--- src/rtl/debouncer_pkg.sv ---
// Shared definitions for the multi-channel debouncer: mode selectors and the
// per-mode channel state encodings.
package debouncer_pkg;

  localparam int MODE_DELAYED = 0;
  localparam int MODE_EARLY   = 1;

  typedef enum logic [1:0] {
    STABLE_LO,
    WAIT_HI,
    STABLE_HI,
    WAIT_LO
  } delayed_state_e;

  typedef enum logic {
    STABLE,
    LOCKOUT
  } early_state_e;

endpackage

--- src/rtl/debouncer_channel.sv ---
// One debounce channel: input synchroniser, mode-specific FSM with a
// saturating stability/lockout counter, and registered edge pulses.
module debouncer_channel
  import debouncer_pkg::*;
#(
  parameter int unsigned DELAY_CYCLES = 20_000_000,
  parameter int          SYNC_STAGES  = 2,
  parameter int          MODE         = MODE_DELAYED
) (
  input  logic clk,
  input  logic reset_n,
  input  logic noisy,
  output logic debounced,
  output logic rise,
  output logic fall
);

  localparam int            CW   = $clog2(DELAY_CYCLES);
  localparam logic [CW-1:0] LAST = CW'(DELAY_CYCLES - 1);

  logic [SYNC_STAGES-1:0] sync_q;
  logic                   sync;
  logic [CW-1:0]          count;

  always_ff @(posedge clk or negedge reset_n) begin
    if (!reset_n) begin
      sync_q <= '0;
    end else begin
      sync_q <= {sync_q[SYNC_STAGES-2:0], noisy};
    end
  end

  assign sync = sync_q[SYNC_STAGES-1];

  if (MODE == MODE_EARLY) begin : g_early
    // Output follows the first edge at once; the lockout then masks bounce.
    early_state_e state;

    always_ff @(posedge clk or negedge reset_n) begin
      if (!reset_n) begin
        state     <= STABLE;
        count     <= '0;
        debounced <= 1'b0;
        rise      <= 1'b0;
        fall      <= 1'b0;
      end else begin
        rise <= 1'b0;
        fall <= 1'b0;
        case (state)
          STABLE: begin
            if (sync != debounced) begin
              debounced <= sync;
              rise      <= sync;
              fall      <= ~sync;
              count     <= '0;
              state     <= LOCKOUT;
            end
          end
          LOCKOUT: begin
            if (count == LAST) begin
              count <= '0;
              state <= STABLE;
            end else begin
              count <= count + CW'(1);
            end
          end
          default: begin
            count <= '0;
            state <= STABLE;
          end
        endcase
      end
    end
  end else begin : g_delayed
    // Output changes only after the new level has held for the full delay.
    delayed_state_e state;

    always_ff @(posedge clk or negedge reset_n) begin
      if (!reset_n) begin
        state     <= STABLE_LO;
        count     <= '0;
        debounced <= 1'b0;
        rise      <= 1'b0;
        fall      <= 1'b0;
      end else begin
        rise <= 1'b0;
        fall <= 1'b0;
        case (state)
          STABLE_LO: begin
            if (sync) begin
              count <= '0;
              state <= WAIT_HI;
            end
          end
          WAIT_HI: begin
            if (!sync) begin
              count <= '0;
              state <= STABLE_LO;
            end else if (count == LAST) begin
              count     <= '0;
              debounced <= 1'b1;
              rise      <= 1'b1;
              state     <= STABLE_HI;
            end else begin
              count <= count + CW'(1);
            end
          end
          STABLE_HI: begin
            if (!sync) begin
              count <= '0;
              state <= WAIT_LO;
            end
          end
          WAIT_LO: begin
            if (sync) begin
              count <= '0;
              state <= STABLE_HI;
            end else if (count == LAST) begin
              count     <= '0;
              debounced <= 1'b0;
              fall      <= 1'b1;
              state     <= STABLE_LO;
            end else begin
              count <= count + CW'(1);
            end
          end
          default: begin
            count <= '0;
            state <= STABLE_LO;
          end
        endcase
      end
    end
  end

endmodule

--- src/rtl/debouncer_multi.sv ---
// Bank of N_CH independent debounce channels sharing one clock and reset.
module debouncer_multi
  import debouncer_pkg::*;
#(
  parameter int          N_CH         = 4,
  parameter int unsigned DELAY_CYCLES = 20_000_000,
  parameter int          SYNC_STAGES  = 2,
  parameter int          MODE         = MODE_DELAYED
) (
  input  logic            clk,
  input  logic            reset_n,
  input  logic [N_CH-1:0] noisy,
  output logic [N_CH-1:0] debounced,
  output logic [N_CH-1:0] rise,
  output logic [N_CH-1:0] fall
);

  for (genvar i = 0; i < N_CH; i++) begin : g_ch
    debouncer_channel #(
      .DELAY_CYCLES (DELAY_CYCLES),
      .SYNC_STAGES  (SYNC_STAGES),
      .MODE         (MODE)
    ) u_channel (
      .clk       (clk),
      .reset_n   (reset_n),
      .noisy     (noisy[i]),
      .debounced (debounced[i]),
      .rise      (rise[i]),
      .fall      (fall[i])
    );
  end

endmodule
--- config.mk ---
export PLATFORM = sky130hd
export DESIGN_NAME = debouncer_multi
export DESIGN_NICKNAME = d
export VERILOG_FILES = /design/src/rtl/debouncer_pkg.sv /design/src/rtl/debouncer_channel.sv /design/src/rtl/debouncer_multi.sv
export SDC_FILE = /design/constraint.sdc
export NUM_CORES = 1
export LEC_CHECK = 0
export ABC_AREA = 1
export BUFFER_PORTS_ARGS = -buffer_cell sky130_fd_sc_hd__clkbuf_2
export CORE_MARGIN = 2
export CORE_UTILIZATION = 25
export CTS_CLUSTER_SIZE = 14
export DETAILED_ROUTE_END_ITERATION = 8
export GPL_TIMING_DRIVEN = 0
export PLACE_DENSITY = 0.41
export SETUP_SLACK_MARGIN = 0.3
export SYNTH_ARGS = -nofsm -noshare
export SYNTH_HDL_FRONTEND = slang
export SYNTH_HIERARCHICAL = 1
export SYNTH_SLANG_ARGS = --single-unit
--- constraint.sdc ---
create_clock -name clk -period 1.8 [get_ports clk]
set_clock_uncertainty 0.05 [all_clocks]
set_input_delay 0.36 -clock clk [delete_from_list [all_inputs] [get_ports clk]]
set_output_delay 0.36 -clock clk [all_outputs]
set_load 0.01 [all_outputs]
==> impl_metrics.csv, run 1 <==
group,metric,value,unit
yosys,syn_area_per_cell,7.27,sq um
sta,fmax,0.606,GHz
yosys,synth-adder-area-share,0.634,%
finish,diodes,0,
clock_tree,worstSkewPairLatency,440,ps
yosys,yosys_warnings,6,
finish,finalInstanceArea,11400,sq um
yosys,syn_area,7890,sq um
placement,place_congestion,0.790,
yosys,yosys.area_share.simple,38.6,%
route,avgRoutedWirePerCell,13.6,microns
setup_path,critPathLaunchType,"flip-flop",
yosys,netlist_instances,1085,
global_route,grt.overflow.total,0,
floorplanning,die_w,182,microns
flow_run,drv_cap,0,
pwr,p_leak,0.00476,uW
yosys,synth.top_cell.area_share,40.6,%
yosys,synth_seq_area_share,40.6,%
route,ant_nets,0,
clock_tree,path_clk_slew,70,ps
sta,worstMarginPinSlew,511,ps
yosys,ys_ff_latch,128,
route,avgViaCountPerCell,4.53,
finish,area_growth,44.0,%
pwr,power_density,824,nW/um^2
placement,io_buffers,17,
placement,hpwl,14.2,mm
yosys,synthMuxAreaShare,0,%
yosys,syn_nets,1095,
route,totalWireLength,22.3,mm
floorplanning,core_area,31300,sq um
yosys,yosysUniqueCellTypes,32,
route,dr.pass1.iters,5,
sta,rsz0062_at_grt,"true",
setup_path,cp_max_fo,4,
global_route,antenna_found_initial,0,
route,drtIter0Drc,400,
yosys,synth_top_family_by_area,"simple AND/OR/NAND/NOR gates",
sta,setup_viol,0,
floorplanning,die-area,33000,sq um
floorplanning,start_util,25.2,%
clock_tree,clkSinkCount,128,
global_route,grt_pass1_wl,37.7,mm
setup_path,worstSetupEndpointType,"flip-flop",
sta,fin_crit,1650,ps
min_path,hp-class,"reg2reg",
route,drc,0,
global_route,grt_usage,14.1,%
global_route,grt_start_max_net_pins,92,
placement,placed_cells,1505,
clock_tree,cts_buffer_depth,2,
placement,dpl_cell_area,8520,sq um
finish,num-nets-final,1238,
clock_tree,cts_made_buffers,17,
clock_tree,cts_tree,"built",
clock_tree,cts_max_level,4,
sta,fin_setup_tns,0,ps
yosys,synth_area_leaders,"dfrtp_1, nand2_1, nor2_1",
sta,slew_headroom,66.0,%
clock_tree,root_buffer,"clkbuf_16",
yosys,synth_xor_area_share,2.11,%
route,num_vias,7450,
floorplanning,rows,65,
sta,slew_violations,0,
sta,period_share,91.7,%
setup_path,worstPathRequired,2070,ps
global_route,grt_pass1_vias,7461,
yosys,synth-compound-area-share,10.1,%
finish,drive_gt1_share,41.0,%
pwr,max-vdd-ir-drop,0.631,mV
setup_path,worst_ep_arrival_time,1920,ps
sta,hold_viol,0,
setup_path,path_class,"reg2reg",
finish,layout_common_cells,"nand2_1, inv_1, dfrtp_1, nor2_1, buf_4",
finish,final_common_cell,"nand2_1",
run_status,status,"finished clean",
yosys,synth_top_area_cell,"dfrtp_1",
floorplanning,die_h,182,microns
finish,final_cells,1643,
floorplanning,ios,18,
==> cells by family after synthesis <==
logic type,count (synthesis)
fa+ha+maj,4
flops,128
xor+xnor,19
buf+inv,152
simple gates,655
compound gates,127
==> synthesized netlist by cell type, drive strengths merged <==
cell    count
nand2     350
nor2      159
inv       134
dfrtp     128
nand3     110
o21ai      72
nand4      24
a21oi      20
o22ai      18
buf        15
xor2       15
o21bai     11
nor3       10
ha          4
xnor2       4
a21boi      3
clkbuf      3
o21a        3
nand3b      1
or2         1
==> per-layer routing <==
layer / vias to the layer above / track usage (%) / share of wire (%) / wire, microns
li1: 3782 / - / - / -
met1: 3592 / 18.6 / 48 / 10700
met2: 54 / 23.6 / 49 / 10900
met3: 22 / 2.55 / 1.8 / 401
met4: 0 / 4.16 / 1.4 / 310
met5: - / 0 / 0 / 0
==> sequential cells by signal, indices dropped and copies added (netlist names), named ones only <==
name and cells:
g_ch.u_channel/sync_q 8, g_ch.u_channel/rise 4, g_ch.u_channel/debounced 4, g_ch.u_channel/fall 4
g_ch.u_channel/g_delayed.state 4, g_ch.u_channel/count 100
==> repair_timing <==
action / CTS / global route
gates resized for setup: 176 / 225
endpoints found under the setup margin: 120 / 119
setup buffers: 52 / 45
gates cloned: 3 / 1
hold buffers: 5 / 0
pin swaps: 49 / 92
hold endpoints to repair: 41 / 0
==> power breakdown <==
group | total [uW] | internal, uW | switching, uW
Combinational | 2510 | 1130 | 1390
Sequential | 3150 | 3020 | 133
Clock | 3700 | 2200 | 1500
Total | 9360 | 6340 | 3030
==> critical path, cell delays in order, from the launching register on <==
cell     delay (ps)
dfrtp_1         430
nand2_2         100
nor2_4          240
nand3_4         110
nor2_4          160
nor2_4           70
buf_4           130
buf_6           110
o21ai_0          60
o21ai_1          80
==> stage by stage <==
step	utilization (%)	total power (uW)	setup slack, ps	hold slack, ps
floorplan	-	4040	301	14.4
global placement	27.1	4490	-2200	282
detailed placement	27.2	4490	4.09	264
CTS	32.7	8960	167	301
global route	36.3	9820	68.5	307
finish	36.3	9360	150	299
==> worst paths after layout <==
kind,startpoint,to,slack (ps),depth (start not counted)
worst max-delay path,g_ch[1].u_channel/count[7]$_DFFE_PN0P_,g_ch[1].u_channel/count[8]$_DFFE_PN0P_,150,9
min in group asynchronous,reset_n,g_ch[2].u_channel/sync_q[1]$_DFF_PN0_,350,2
worst min register to register,g_ch[1].u_channel/sync_q[0]$_DFF_PN0_,g_ch[1].u_channel/sync_q[1]$_DFF_PN0_,300,0
worst min-delay path,g_ch[1].u_channel/sync_q[0]$_DFF_PN0_,g_ch[1].u_channel/sync_q[1]$_DFF_PN0_,300,0
max in group asynchronous,reset_n,g_ch[3].u_channel/count[15]$_DFFE_PN0P_,530,3
worst max register to register,g_ch[1].u_channel/count[7]$_DFFE_PN0P_,g_ch[1].u_channel/count[8]$_DFFE_PN0P_,150,9
==> cell type report <==
class,count,area (sq um)
Buffer,18,195
Clock inverter,15,184
Timing Repair Buffer,124,1140
Multi-Input combinational cell,805,5150
Sequential cell,128,3240
Inverter,134,532
Clock buffer,17,425
Fill cell,3198,20000
Tap cell,402,503
(Power assumes the default switching activity.)
==> inputs of run 2 (changes only) <==
--- a/config.mk
+++ b/config.mk
@@ -7,12 +7,14 @@
 export LEC_CHECK = 0
 export ABC_AREA = 1
 export BUFFER_PORTS_ARGS = -buffer_cell sky130_fd_sc_hd__clkbuf_2
+export CELL_PAD_IN_SITES_DETAIL_PLACEMENT = 0
+export CELL_PAD_IN_SITES_GLOBAL_PLACEMENT = 1
 export CORE_MARGIN = 2
 export CORE_UTILIZATION = 25
 export CTS_CLUSTER_SIZE = 14
 export DETAILED_ROUTE_END_ITERATION = 8
 export GPL_TIMING_DRIVEN = 0
-export PLACE_DENSITY = 0.41
+export PLACE_DENSITY = 0.5
 export SETUP_SLACK_MARGIN = 0.3
 export SYNTH_ARGS = -nofsm -noshare
 export SYNTH_HDL_FRONTEND = slang
==> impl_metrics.csv, run 2 (same netlist as run 1, synthesis figures left out) <==
group,metric,value,unit
sta,hold_viol,0,
placement,io_buffers,17,
finish,diodes,0,
global_route,grt_pass1_wl,38.2,mm
setup_path,path_buf_inv,4,
placement,hpwl,15.3,mm
global_route,antenna_found_initial,0,
finish,reg.largest.list,"g_ch.u_channel/count: 100 flops, g_ch.u_channel/sync_q: 8 flops",
global_route,grt_usage,14.6,%
floorplanning,rows,65,
sta,slew_headroom,62.2,%
floorplanning,die_h,182,microns
finish,layout_common_cells,"nand2_1, inv_1, dfrtp_1, nor2_1",
clock_tree,cts_tree,"built",
setup_path,worst_ep_arrival_time,1950,ps
sta,setup_viol,0,
pwr,total_power,9250,uW
route,avgRoutedWirePerCell,14.3,microns
floorplanning,start_util,25.2,%
sta,fin_crit,1690,ps
finish,drive_gt1_share,36.9,%
flow_run,drv_cap,0,
pwr,p_leak,0.00457,uW
finish,final_common_cell,"nand2_1",
setup_path,cp_max_fo,7,
setup_path,critPathTopFamily,"simple AND/OR/NAND/NOR gates",
sta,fmax,0.592,GHz
global_route,grt_start_max_net_pins,100,
clock_tree,clkSinkCount,128,
pwr,power_density,833,nW/um^2
route,avgViaCountPerCell,4.46,
sta,setup_ws,111,ps
route,dr.pass1.iters,4,
placement,preCtsSetupSlack,-136,ps
floorplanning,die-area,33000,sq um
route,drtIter0Drc,341,
sta,period_share,93.8,%
finish,area_growth,40.7,%
route,drc,0,
clock_tree,cts_made_buffers,17,
finish,regMostFlops,"g_ch.u_channel/count",
setup_path,worstRegToRegCells,12,
global_route,grt.overflow.total,0,
sta,worstMarginPinSlew,567,ps
setup_path,critPathLaunchType,"flip-flop",
setup_path,rr_startpoint,"g_ch[2].u_channel/count[15]$_DFFE_PN0P_",
min_path,hold_start,"g_ch[1].u_channel/sync_q[0]$_DFF_PN0_",
finish,finalInstanceArea,11100,sq um
setup_path,worstPathRequired,2070,ps
floorplanning,die_w,182,microns
setup_path,path_cells,"buf_6 > nor2_2 > nand2_1 > nor2_1 > nand2_1 > nor2_4 > nor2_4 > buf_12 > buf_6 > buf_8 > nand3_2 > nand2_1",
setup_path,regToRegSetupSlack,110,ps
clock_tree,path_clk_slew,60,ps
min_path,hp-class,"reg2reg",
finish,n_fill_cell,3309,
finish,multi_input_area,4960,sq um
setup_path,cp_slowest_cell,"dfrtp_1",
route,ant_nets,0,
clock_tree,cts_max_level,4,
setup_path,reg2reg_to,"g_ch[2].u_channel/count[18]$_DFFE_PN0P_",
route,num_vias,7281,
setup_path,critical-path-max-stage-delay,370,ps
placement,place_congestion,0.731,
floorplanning,ios,18,
finish,final_cells,1634,
setup_path,path_class,"reg2reg",
min_path,hold_depth,0,
finish,seqCellArea,3230,sq um
finish,largest_register_ffs,100,
setup_path,worstSetupEndpointType,"flip-flop",
clock_tree,root_buffer,"clkbuf_16",
floorplanning,core_area,31300,sq um
route,totalWireLength,23.4,mm
placement,placed_cells,1505,
pwr,max-vdd-ir-drop,0.582,mV
clock_tree,cts_buffer_depth,2,
setup_path,cpMostUsedCell,"nand2_1",
placement,dpl_cell_area,8520,sq um
finish,num-nets-final,1230,
sta,rsz0062_at_grt,"true",
run_status,status,"finished clean",
global_route,grt_pass1_vias,7148,
min_path,hold_end,"g_ch[1].u_channel/sync_q[1]$_DFF_PN0_",
sta,slew_violations,0,
clock_tree,worstSkewPairLatency,430,ps
-- run 2: cell count changes in the layout (fill, tap and decap cells not counted), moves of 7 or more --
| cell | before | now |
|---|---|---|
| nand3_1 | 32 | 42 |
| nand3_2 | 61 | 54 |
| buf_4 | 69 | 54 |
| dfrtp_2 | 27 | 20 |
| dfrtp_1 | 101 | 108 |
| nand2_4 | 22 | 15 |
| nand2_1 | 284 | 294 |
-- run 2: cell type report --
class,count,share of cell area (%)
flip-flops and latches,128,29.1
repair buffers,115,10.1
inverters,134,4.79
clock inverters,11,1.05
clock buffers,20,4.02
multi-input cells,805,44.7
well taps,402,4.53
plain buffers,18,1.72
repair inverters,1,0.0451
-- run 2: per-stage QoR --
stage	util [%]	hold slack [ps]	TNS, ps
2_1_floorplan	-	14.4	0
3_3_place_gp	27.1	282	-288700
3_5_place_dp	27.2	239	-415
4_1_cts	32.5	300	0
5_1_grt	35.5	305	0
6_report	35.5	297	0
-- run 2: worst max path at each step --
stage                                         endpoint                               startpoint  slack, ps  cells after the start
3_5_place_dp          g_ch[3].u_channel/rise$_DFF_PN0_   g_ch[3].u_channel/count[0]$_DFFE_PN0P_       -140                      7
6_report       g_ch[2].u_channel/count[18]$_DFFE_PN0P_  g_ch[2].u_channel/count[15]$_DFFE_PN0P_        110                     12
2_1_floorplan   g_ch[3].u_channel/count[4]$_DFFE_PN0P_   g_ch[3].u_channel/count[0]$_DFFE_PN0P_        300                      9
3_3_place_gp   g_ch[1].u_channel/count[19]$_DFFE_PN0P_                                  reset_n      -2270                      1
4_1_cts         g_ch[3].u_channel/count[4]$_DFFE_PN0P_   g_ch[3].u_channel/count[0]$_DFFE_PN0P_        110                      9
5_1_grt        g_ch[2].u_channel/count[22]$_DFFE_PN0P_  g_ch[2].u_channel/count[20]$_DFFE_PN0P_         10                     12
-- run 2: repair_timing --
action,4_1_cts,5_1_grt
resized for setup,150,196
gates cloned,5,1
setup buffers,58,29
hold buffers,5,0
setup endpoints to repair,120,119
hold endpoints to repair,33,0
pin swaps,48,62
-- run 2: metal layers --
layer / routed length, microns / up-vias / GRT usage (%)
met1: 11800 / 3468 / 20.3
met5: 0 / - / 0
met3: 399 / 15 / 2.59
met2: 10900 / 47 / 23.4
met4: 246 / 0 / 4.00
li1: - / 3751 / -
-- run 2: report_power, final --
group	switching (uW)	internal, uW	total, uW
logic	1420	1210	2630
registers	145	3010	3160
clock network	1400	2060	3460
total	2960	6280	9250
==> inputs of run 3 (changes only) <==
--- a/config.mk
+++ b/config.mk
@@ -6,15 +6,15 @@
 export NUM_CORES = 1
 export LEC_CHECK = 0
 export ABC_AREA = 1
-export BUFFER_PORTS_ARGS = -buffer_cell sky130_fd_sc_hd__clkbuf_2
 export CELL_PAD_IN_SITES_DETAIL_PLACEMENT = 0
 export CELL_PAD_IN_SITES_GLOBAL_PLACEMENT = 1
 export CORE_MARGIN = 2
-export CORE_UTILIZATION = 25
+export CORE_UTILIZATION = 48
 export CTS_CLUSTER_SIZE = 14
 export DETAILED_ROUTE_END_ITERATION = 8
+export DONT_BUFFER_PORTS = 1
 export GPL_TIMING_DRIVEN = 0
-export PLACE_DENSITY = 0.5
+export PLACE_DENSITY = 0.83
 export SETUP_SLACK_MARGIN = 0.3
 export SYNTH_ARGS = -nofsm -noshare
 export SYNTH_HDL_FRONTEND = slang
==> impl_metrics.csv, run 3 (same netlist as run 1, synthesis figures left out) <==
group,metric,value,unit
run_status,status,"finished with violations",
run_status,violations,"negative hold slack",
route,avgRoutedWirePerCell,14.6,microns
floorplanning,die_h,132,microns
route,m1WireLength,9.96,mm
sta,slew_headroom,71.8,%
finish,n_fill_cell,1440,
clock_tree,cts_buffer_depth,2,
clock_tree,cts_hold_buffers,4,
finish,layout_common_cells,"nand2_1, inv_1, dfrtp_1, nor2_1, buf_4",
sta,fin_crit,1650,ps
setup_path,critical-path-max-stage-delay,370,ps
setup_path,critPathLaunchType,"flip-flop",
sta,hold_slack,-417,ps
sta,fin_setup_tns,0,ps
placement,preCtsSetupSlack,14.8,ps
route,totalWireLength,20.7,mm
sta,setup_ws,149,ps
global_route,antenna_found_initial,0,
setup_path,path_cells,"ha_2 > nand3_2 > inv_2 > nand3_2 > nor2_4 > nor2_4 > buf_6 > buf_8 > nand3_2 > o21ai_2",
finish,diodes,0,
sta,worstMarginPinSlew,423,ps
sta,period_share,91.7,%
sta,setup_viol,0,
global_route,grt.overflow.total,0,
sta,fmax,0.606,GHz
floorplanning,start_util,49.3,%
floorplanning,die_w,132,microns
placement,io_buffers,0,
floorplanning,die-area,17500,sq um
setup_path,worstPathRequired,2050,ps
setup_path,worst_ep_arrival_time,1900,ps
setup_path,cp_slowest_cell,"dfrtp_1",
clock_tree,cts_max_level,4,
route,dr.pass1.iters,5,
min_path,hp-class,"in2async",
sta,hold_viol,128,
finish,drive_gt1_share,34.3,%
clock_tree,clkSinkCount,128,
route,highest_layer,"met4",
flow_run,drv_cap,0,
clock_tree,root_buffer,"clkbuf_16",
global_route,grt_pass1_vias,6647,
setup_path,worstSetupEndpointType,"flip-flop",
route,drc,0,
finish,final_common_cell,"nand2_1",
setup_path,cp_max_fo,5,
finish,largest_register_ffs,100,
route,avgViaCountPerCell,5.12,
route,wl_met3,619,microns
placement,hpwl,12.9,mm
route,wl_met2,9.92,mm
clock_tree,cts_made_buffers,17,
floorplanning,rows,46,
pwr,power_density,838,nW/um^2
finish,regMostFlops,"g_ch.u_channel/count",
setup_path,cpMostUsedCell,"nand3_2",
clock_tree,path_clk_slew,60,ps
sta,slew_violations,0,
clock_tree,worstSkewPairLatency,430,ps
route,num_vias,7284,
finish,final_core_utilization,65.2,%
route,drtIter0Drc,483,
finish,area_growth,32.3,%
global_route,grt_start_max_net_pins,129,
floorplanning,ios,18,
finish,reg.largest.list,"g_ch.u_channel/count: 100 flops, g_ch.u_channel/sync_q: 8 flops",
route,ant_nets,0,
clock_tree,cts_tree,"built",
pwr,p_leak,0.00439,uW
global_route,grt_pass1_wl,33.4,mm
placement,place_congestion,0.818,
pwr,max-vdd-ir-drop,0.766,mV
finish,num-nets-final,1204,
sta,rsz0062_at_grt,"true",
floorplanning,core_area,16000,sq um
setup_path,path_class,"reg2reg",
global_route,grt_usage,23.6,%
## run 3: cell types whose count changed in the layout (fill, tap and decap cells not counted), moves of 4 or more
cell | previous run | this run
clkbuf_2 | 19 | 3
buf_6 | 36 | 25
dfrtp_1 | 108 | 100
dfrtp_2 | 20 | 28
nand2_1 | 294 | 301
nand3_1 | 42 | 49
o21ai_0 | 16 | 21
buf_4 | 54 | 58
inv_2 | 13 | 17
nand2_4 | 15 | 11
nand3_4 | 14 | 10
o21ai_2 | 26 | 22
## run 3: critical path, delay by kind of cell, from the launching register on
family | cells | cell delay, ps
simple gates | 5 | 490
flops | 1 | 370
buf+inv | 3 | 370
fa+ha+maj | 1 | 200
compound gates | 1 | 50
## run 3: final timing paths
kind	from	end	slack, ps	cells past startpoint
max	g_ch[0].u_channel/count[1]$_DFFE_PN0P_	g_ch[0].u_channel/count[16]$_DFFE_PN0P_	150	10
min	reset_n	g_ch[0].u_channel/count[15]$_DFFE_PN0P_	-420	0
max reg2reg	g_ch[0].u_channel/count[1]$_DFFE_PN0P_	g_ch[0].u_channel/count[16]$_DFFE_PN0P_	150	10
min reg2reg	g_ch[2].u_channel/sync_q[0]$_DFF_PN0_	g_ch[2].u_channel/sync_q[1]$_DFF_PN0_	300	0
max in group asynchronous	reset_n	g_ch[3].u_channel/count[17]$_DFFE_PN0P_	1870	0
min in group clk	g_ch[2].u_channel/sync_q[0]$_DFF_PN0_	g_ch[2].u_channel/sync_q[1]$_DFF_PN0_	300	0
## run 3: power breakdown
part	total, uW	switching [uW]	internal [uW]
Combinational	2330	1270	1060
Sequential	3120	109	3020
Clock	3290	1360	1930
Total	8740	2740	6000
## run 3: layer usage
layer,track usage [%],vias up
met4,5.79,0
met1,33.2,3464
met5,0,-
met3,4.96,17
li1,-,3700
met2,37.5,103
## run 3: cell type report
cell class | count | area [sq um] | area share, %
inverters | 134 | 528 | 5.06
clock inverters | 13 | 115 | 1.10
multi-input cells | 805 | 4750 | 45.6
repair inverters | 2 | 10.0 | 0.0959
well taps | 216 | 270 | 2.59
repair buffers | 88 | 883 | 8.46
flip-flops and latches | 128 | 3240 | 31.0
plain buffers | 18 | 194 | 1.86
clock buffers | 19 | 443 | 4.24
## run 3: timing repair
item / CTS / global route
cloned: 3 / 4
endpoints found under the hold margin: 132 / 128
setup buffers: 46 / 33
resized for setup: 132 / 165
pin swaps: 31 / 55
endpoints found under the setup margin: 120 / 119
## run 3: per-stage QoR
step / std cells / hold WS, ps / area, sq um / total power [uW]
2_1_floorplan: 1085 / 14.4 / 7900 / 4040
3_3_place_gp: 1301 / 17.4 / 8170 / 4370
3_5_place_dp: 1301 / 18.6 / 8170 / 4380
4_1_cts: 1386 / -440 / 9630 / 8330
5_1_grt: 1423 / -450 / 10400 / 9140
6_report: 1423 / -417 / 10400 / 8740
